===== config.mk =====
export PLATFORM = sky130hd
export DESIGN_NAME = spi_slave_word_link
export DESIGN_NICKNAME = d
export VERILOG_FILES = /design/src/rtl/spi_slave_word_link.sv
export SDC_FILE = /design/constraint.sdc
export NUM_CORES = 1
export LEC_CHECK = 0
export CORE_ASPECT_RATIO = 0.75
export CORE_MARGIN = 2
export CORE_UTILIZATION = 55
export DETAILED_ROUTE_END_ITERATION = 10
export PLACE_DENSITY = 0.88
export SLEW_MARGIN = 20
export SYNTH_ARGS = -nofsm -noshare
export SYNTH_HDL_FRONTEND = slang
export SYNTH_SLANG_ARGS = --single-unit

===== constraint.sdc =====
create_clock -name clk -period 2.5 [get_ports clk]
set_input_delay 0.375 -clock clk [delete_from_list [all_inputs] [get_ports clk]]
set_output_delay 0.375 -clock clk [all_outputs]
set_load 0.01 [all_outputs]

===== src/rtl/spi_slave_word_link.sv =====
// spi_slave_word_link
// Bit-level SPI (mode 0) slave front end. The SPI pins are oversampled in the
// clk domain. MOSI bits are assembled into DATA_WIDTH-bit words, and words from
// a single-entry holding register are serialised MSB first onto MISO.
//
// Ports
//   clk           system clock
//   rst           asynchronous, active-low reset
//   sclk          SPI clock from master (mode 0, idles low)
//   cs            chip select, active-low
//   mosi          master-out data, MSB first
//   miso          slave-out data, MSB first (0 while idle, never tri-stated)
//   tx_data       next word to transmit
//   tx_valid      tx_data valid; accepted when tx_valid & tx_ready
//   tx_ready      holding register empty
//   rx_data       last completed received word
//   rx_valid      one-cycle pulse when rx_data updates
//   byte_done     one-cycle pulse after every SPI_DATA_WIDTH received bits
//   tx_underflow  one-cycle pulse when a word load finds the holding register empty
//   frame_error   one-cycle pulse when cs deasserts mid-word
//   busy          synchronised cs is low
//
// state    | meaning
// ---------+-----------------------------------------------------------
// ST_IDLE  | no frame in progress; waits for an armed cs falling edge
// ST_SHIFT | frame active; sampling on sclk rise, shifting on sclk fall

module spi_slave_word_link #(
    parameter int DATA_WIDTH     = 32,
    parameter int SPI_DATA_WIDTH = 8,
    parameter int SYNC_STAGES    = 2
) (
    input  logic                  clk,
    input  logic                  rst,
    input  logic                  sclk,
    input  logic                  cs,
    input  logic                  mosi,
    output logic                  miso,
    input  logic [DATA_WIDTH-1:0] tx_data,
    input  logic                  tx_valid,
    output logic                  tx_ready,
    output logic [DATA_WIDTH-1:0] rx_data,
    output logic                  rx_valid,
    output logic                  byte_done,
    output logic                  tx_underflow,
    output logic                  frame_error,
    output logic                  busy
);

    localparam logic [0:0] ST_IDLE  = 1'b0;
    localparam logic [0:0] ST_SHIFT = 1'b1;

    localparam int CNT_W  = (DATA_WIDTH > 1) ? $clog2(DATA_WIDTH) : 1;
    localparam int BCNT_W = (SPI_DATA_WIDTH > 1) ? $clog2(SPI_DATA_WIDTH) : 1;
    localparam int HO_W   = $clog2(SYNC_STAGES + 1);

    logic [SYNC_STAGES-1:0] sclk_sync;
    logic [SYNC_STAGES-1:0] cs_sync;
    logic [SYNC_STAGES-1:0] mosi_sync;
    logic                   sclk_d;
    logic                   cs_d;
    logic                   sclk_s;
    logic                   cs_s;
    logic                   mosi_s;
    logic                   sclk_rise;
    logic                   sclk_fall;
    logic                   cs_fall;
    logic                   cs_rise;

    logic [HO_W-1:0]        holdoff;
    logic                   armed;

    logic [0:0]             state;
    logic [CNT_W-1:0]       bit_cnt;
    logic [BCNT_W-1:0]      byte_cnt;
    logic [DATA_WIDTH-2:0]  rx_shift;
    logic [DATA_WIDTH-1:0]  rx_next;
    logic [DATA_WIDTH-1:0]  tx_shift;
    logic                   skip_fall;

    logic [DATA_WIDTH-1:0]  hold_data;
    logic                   hold_full;

    logic                   word_last;
    logic                   byte_last;
    logic                   start_frame;
    logic                   word_end;
    logic                   load_tx;
    logic [DATA_WIDTH-1:0]  tx_load_val;

    assign sclk_s = sclk_sync[SYNC_STAGES-1];
    assign cs_s   = cs_sync[SYNC_STAGES-1];
    assign mosi_s = mosi_sync[SYNC_STAGES-1];

    assign sclk_rise = sclk_s & ~sclk_d;
    assign sclk_fall = ~sclk_s & sclk_d;
    assign cs_fall   = ~cs_s & cs_d;
    assign cs_rise   = cs_s & ~cs_d;

    always_ff @(posedge clk or negedge rst) begin
        if (!rst) begin
            sclk_sync <= '0;
            cs_sync   <= '1;
            mosi_sync <= '0;
            sclk_d    <= 1'b0;
            cs_d      <= 1'b1;
        end else begin
            sclk_sync <= {sclk_sync[SYNC_STAGES-2:0], sclk};
            cs_sync   <= {cs_sync[SYNC_STAGES-2:0], cs};
            mosi_sync <= {mosi_sync[SYNC_STAGES-2:0], mosi};
            sclk_d    <= sclk_s;
            cs_d      <= cs_s;
        end
    end

    // The cs synchroniser is preset high, so right after reset it shows a
    // fake high level for SYNC_STAGES cycles. A frame may only start once a
    // genuine cs high has been seen, i.e. after the preset has flushed out.
    always_ff @(posedge clk or negedge rst) begin
        if (!rst) begin
            holdoff <= HO_W'(SYNC_STAGES);
            armed   <= 1'b0;
        end else if (holdoff != '0) begin
            holdoff <= holdoff - HO_W'(1);
        end else if (cs_s) begin
            armed   <= 1'b1;
        end
    end

    assign word_last   = (bit_cnt == CNT_W'(DATA_WIDTH - 1));
    assign byte_last   = (byte_cnt == BCNT_W'(SPI_DATA_WIDTH - 1));
    assign rx_next     = {rx_shift, mosi_s};
    assign start_frame = (state == ST_IDLE) && cs_fall && armed;
    assign word_end    = (state == ST_SHIFT) && !cs_rise && sclk_rise && word_last;
    assign load_tx     = start_frame || word_end;
    assign tx_load_val = hold_full ? hold_data : '0;

    // A write can only land while empty, so a same-cycle load never clears a
    // freshly written word; a load of a full register frees it for next cycle.
    always_ff @(posedge clk or negedge rst) begin
        if (!rst) begin
            hold_data <= '0;
            hold_full <= 1'b0;
        end else if (tx_valid && !hold_full) begin
            hold_data <= tx_data;
            hold_full <= 1'b1;
        end else if (load_tx) begin
            hold_full <= 1'b0;
        end
    end

    assign tx_ready = ~hold_full;

    always_ff @(posedge clk or negedge rst) begin
        if (!rst) begin
            state        <= ST_IDLE;
            bit_cnt      <= '0;
            byte_cnt     <= '0;
            rx_shift     <= '0;
            tx_shift     <= '0;
            skip_fall    <= 1'b0;
            rx_data      <= '0;
            rx_valid     <= 1'b0;
            byte_done    <= 1'b0;
            tx_underflow <= 1'b0;
            frame_error  <= 1'b0;
        end else begin
            rx_valid     <= 1'b0;
            byte_done    <= 1'b0;
            frame_error  <= 1'b0;
            tx_underflow <= load_tx && !hold_full;
            case (state)
                ST_IDLE: begin
                    if (start_frame) begin
                        state     <= ST_SHIFT;
                        bit_cnt   <= '0;
                        byte_cnt  <= '0;
                        rx_shift  <= '0;
                        tx_shift  <= tx_load_val;
                        skip_fall <= 1'b0;
                    end
                end
                ST_SHIFT: begin
                    if (cs_rise) begin
                        state       <= ST_IDLE;
                        frame_error <= (bit_cnt != '0);
                        bit_cnt     <= '0;
                        byte_cnt    <= '0;
                        tx_shift    <= '0;
                        skip_fall   <= 1'b0;
                    end else if (sclk_rise) begin
                        rx_shift  <= rx_next[DATA_WIDTH-2:0];
                        byte_done <= byte_last;
                        byte_cnt  <= byte_last ? '0 : byte_cnt + BCNT_W'(1);
                        bit_cnt   <= word_last ? '0 : bit_cnt + CNT_W'(1);
                        if (word_last) begin
                            rx_data   <= rx_next;
                            rx_valid  <= 1'b1;
                            tx_shift  <= tx_load_val;
                            // The next word's MSB is already on miso; the
                            // falling edge that follows must not shift it away.
                            skip_fall <= 1'b1;
                        end
                    end else if (sclk_fall) begin
                        if (skip_fall) begin
                            skip_fall <= 1'b0;
                        end else begin
                            tx_shift <= {tx_shift[DATA_WIDTH-2:0], 1'b0};
                        end
                    end
                end
                default: state <= ST_IDLE;
            endcase
        end
    end

    assign miso = (state == ST_SHIFT) & tx_shift[DATA_WIDTH-1];
    assign busy = ~cs_s;

endmodule


==> impl_metrics.ini <==
[synth]
yosys_warnings = 0
seq_area_frac_synth_pct = 61.5
synth.net_count = 466
avgSynthCellArea_sq_um = 14.8
synth_flop_cell = dfrtp_1
synth-edff-count = 0
synth_top_area_cell = dfrtp_1
yosysTopAreaCellShare_pct = 59.8
ys_ff_latch = 153
syn-cell-area_sq_mm = 0.00624
syn_inst = 420
ys_async_sr_fraction_pct = 100
ys_top_cells_by_area = dfrtp_1 (60%), mux2_2 (12%), a22o_1 (8.4%)
ys_types = 37

[place]
port_buffers = 76
dp_cells = 622
dp_hpwl_um = 7320
gp_congestion = 0.879

[critical_path]
cp_max_fo = 32
slowest_delay_ns = 0.45
crit_required_ns = 2.81
crit_path_top_delay_cell = o22a_4
critical_path_class = reg2reg
cp-start-kind = flip-flop
cpMostUsedCell = ha_1
rr_worst_depth = 7
crit_chain = ha_1, and3_1, ha_1, nor2b_1, a21oi_1, o22a_4, mux2_2
critPathArrivalTime_ns = 2.60
end_kind = flip-flop

[timing]
setup_tns_ns = 0
timing_hold_violations_final = 0
maxSlewHeadroom_pct = 52.0
report.final.slew_viol_count = 0
worst_pin_slew_ns = 0.718
period_share_pct = 91.7
finalSetupViolations = 0
finalCriticalPeriod_ns = 2.29
grt_setup_unrepaired = false
holdWs_ns = 0.355
fmax_mhz = 436
clock_skew_ns = 0.00883

[power]
p_int_uw = 5190
power_density_mw_per_mm2 = 930
switching_share_pct = 27.8
peakVddDrop_uv = 540
p_sw_uw = 1990
p_seq_share_pct = 46.4
combPwrFrac_pct = 20.1
power.leakage_uw = 0.00366
p_clk_share_pct = 33.5

[cts]
cts_tree = built
insertion_delay_ns = 0.42
path_clk_slew_ns = 0.07
clock_path_buffers = 2
clock_sinks = 153
cts_buffers = 17
cts_max_level = 4
cts_root_buf = clkbuf_16

[cells_and_area]
syn2layout_area_growth_pct = 23.9
final_common_cell = dfrtp_1
drive_gt1_share_pct = 29.3
fin_nets = 548
n_antenna_cell = 0
final_cell_mix = dfrtp_1 (149), clkdlybuf4s50_1 (75), mux2_2 (66)
finalNonFillerCells = 655

[routing]
wl_met1_um = 5480
wl_per_cell_um = 17.7
first_iter_violations = 340
via_per_inst = 5.64
routed.top_layer = met4
met2RoutedLength_um = 5550
drc = 0
first_pass_iters = 4
vias = 3693
wl_um = 11600
ant_nets = 0
dr_wl_met3_um = 419

[die]
placementRows = 33
coreArea_sq_mm = 0.0110
start_util_pct = 56.8
die_area_sq_mm = 0.0122
die_h_um = 96.2
die_x_um = 127
io-pin-count = 77

[min_path]
holdPathStages = 0
hold_class = reg2reg

[global_routing]
antenna_found_initial = 0
track_usage_pct = 20.6
grt_pass1_wl_um = 19400
grt_max_degree = 62
grt_pass1_vias = 3828
gr-total-overflow = 0

[run]
drv_cap = 0

[outcome]
status = completed
[registers in the layout, summed over array words and instances, names as in the netlist, 2 cells and up]
signal,count
bit_cnt,5
byte_cnt,3
cs_sync,2
hold_data,32
holdoff,2
mosi_sync,2
rx_data,32
rx_shift,31
sclk_sync,2
tx_shift,32
[synth_stat cells, types with 4 or more instances]
cell	instances
buf_6	7
a21oi_1	4
a22o_1	60
o21ai_0	4
nand3_1	5
mux2_4	29
mux2_2	66
clkbuf_1	11
dfrtp_1	149
inv_1	12
nor2_1	7
mux2i_1	4
buf_2	6
nand2_1	11
dfstp_2	4
ha_1	8
nand4_1	4
nor3_1	4
[worst max-delay path: cells and delay by family, from the launching register on]
family,cells,cell delay (ns)
adders and majority gates,2,0.46
DFF,1,0.38
muxes,1,0.39
AOI/OAI and AO/OA,2,0.64
and+or+nand+nor,2,0.29
[what timing repair did]
action / in CTS / in global routing
setup buffers: 0 / 0
setup endpoints to repair: 0 / 30
gates resized for setup: 0 / 1
hold endpoints to repair: 53 / 0
hold buffers: 1 / 0
[per-layer routing]
layer	GRT usage (%)	vias up
li1	-	1696
met3	5.34	14
met1	29.1	1899
met4	7.51	0
met5	0	-
met2	31.2	84
[final cells by class]
type,count,area (sq um)
flip-flops and latches,153,3830
fillers,728,3260
multi-input cells,228,2220
repair buffers,89,887
clock buffers,19,443
well taps,140,175
clock inverters,13,111
inverters,13,48.8
[power by group through the flow]
| stage | clock network, uW | logic, uW | registers, uW |
|---|---|---|---|
| final | 2410 | 1440 | 3330 |
| after global routing | 2570 | 1580 | 3390 |
| after CTS | 2450 | 1460 | 3330 |
| after detailed placement | 0 | 1440 | 3370 |
| after global placement | 0 | 1360 | 3340 |
| after floorplan | 0 | 1120 | 3240 |
[cell families (layout without fill, tap and decap cells)]
| group | after synthesis | count (layout) | share of synthesized area (%) |
|---|---|---|---|
| xor+xnor | 1 | 1 | 0.140 |
| fa+ha+maj | 8 | 8 | 1.61 |
| compound gates | 77 | 77 | 10.2 |
| simple gates | 43 | 43 | 3.61 |
| buf+inv | 39 | 134 | 3.39 |
| mux | 99 | 99 | 19.5 |
| flops | 153 | 153 | 61.5 |
[worst paths after layout]
kind | slack, ns | to | start
setup / recovery | 0.21 | tx_shift[17]$_DFFE_PN0P_ | bit_cnt[1]$_DFFE_PN0P_
hold / removal | 0.36 | cs_sync[1]$_DFF_PN1_ | cs_sync[0]$_DFF_PN1_
setup reg to reg | 0.21 | tx_shift[17]$_DFFE_PN0P_ | bit_cnt[1]$_DFFE_PN0P_
hold reg to reg | 0.36 | cs_sync[1]$_DFF_PN1_ | cs_sync[0]$_DFF_PN1_
max in group asynchronous | 1.33 | hold_data[24]$_DFFE_PN0P_ | rst
min in group asynchronous | 0.50 | rx_data[4]$_DFFE_PN0P_ | rst
[through the flow]
step	setup WS, ns	total power (uW)	utilization [%]	area [sq um]
2_1_floorplan	0.578	4360	-	6240
3_3_place_gp	0.206	4700	65.1	7150
3_5_place_dp	0.0235	4810	65.1	7150
4_1_cts	0.00600	7240	70.3	7720
5_1_grt	0.0416	7530	70.3	7720
6_report	0.207	7180	70.3	7720
No activity file was read; power rests on OpenSTA's default activity.
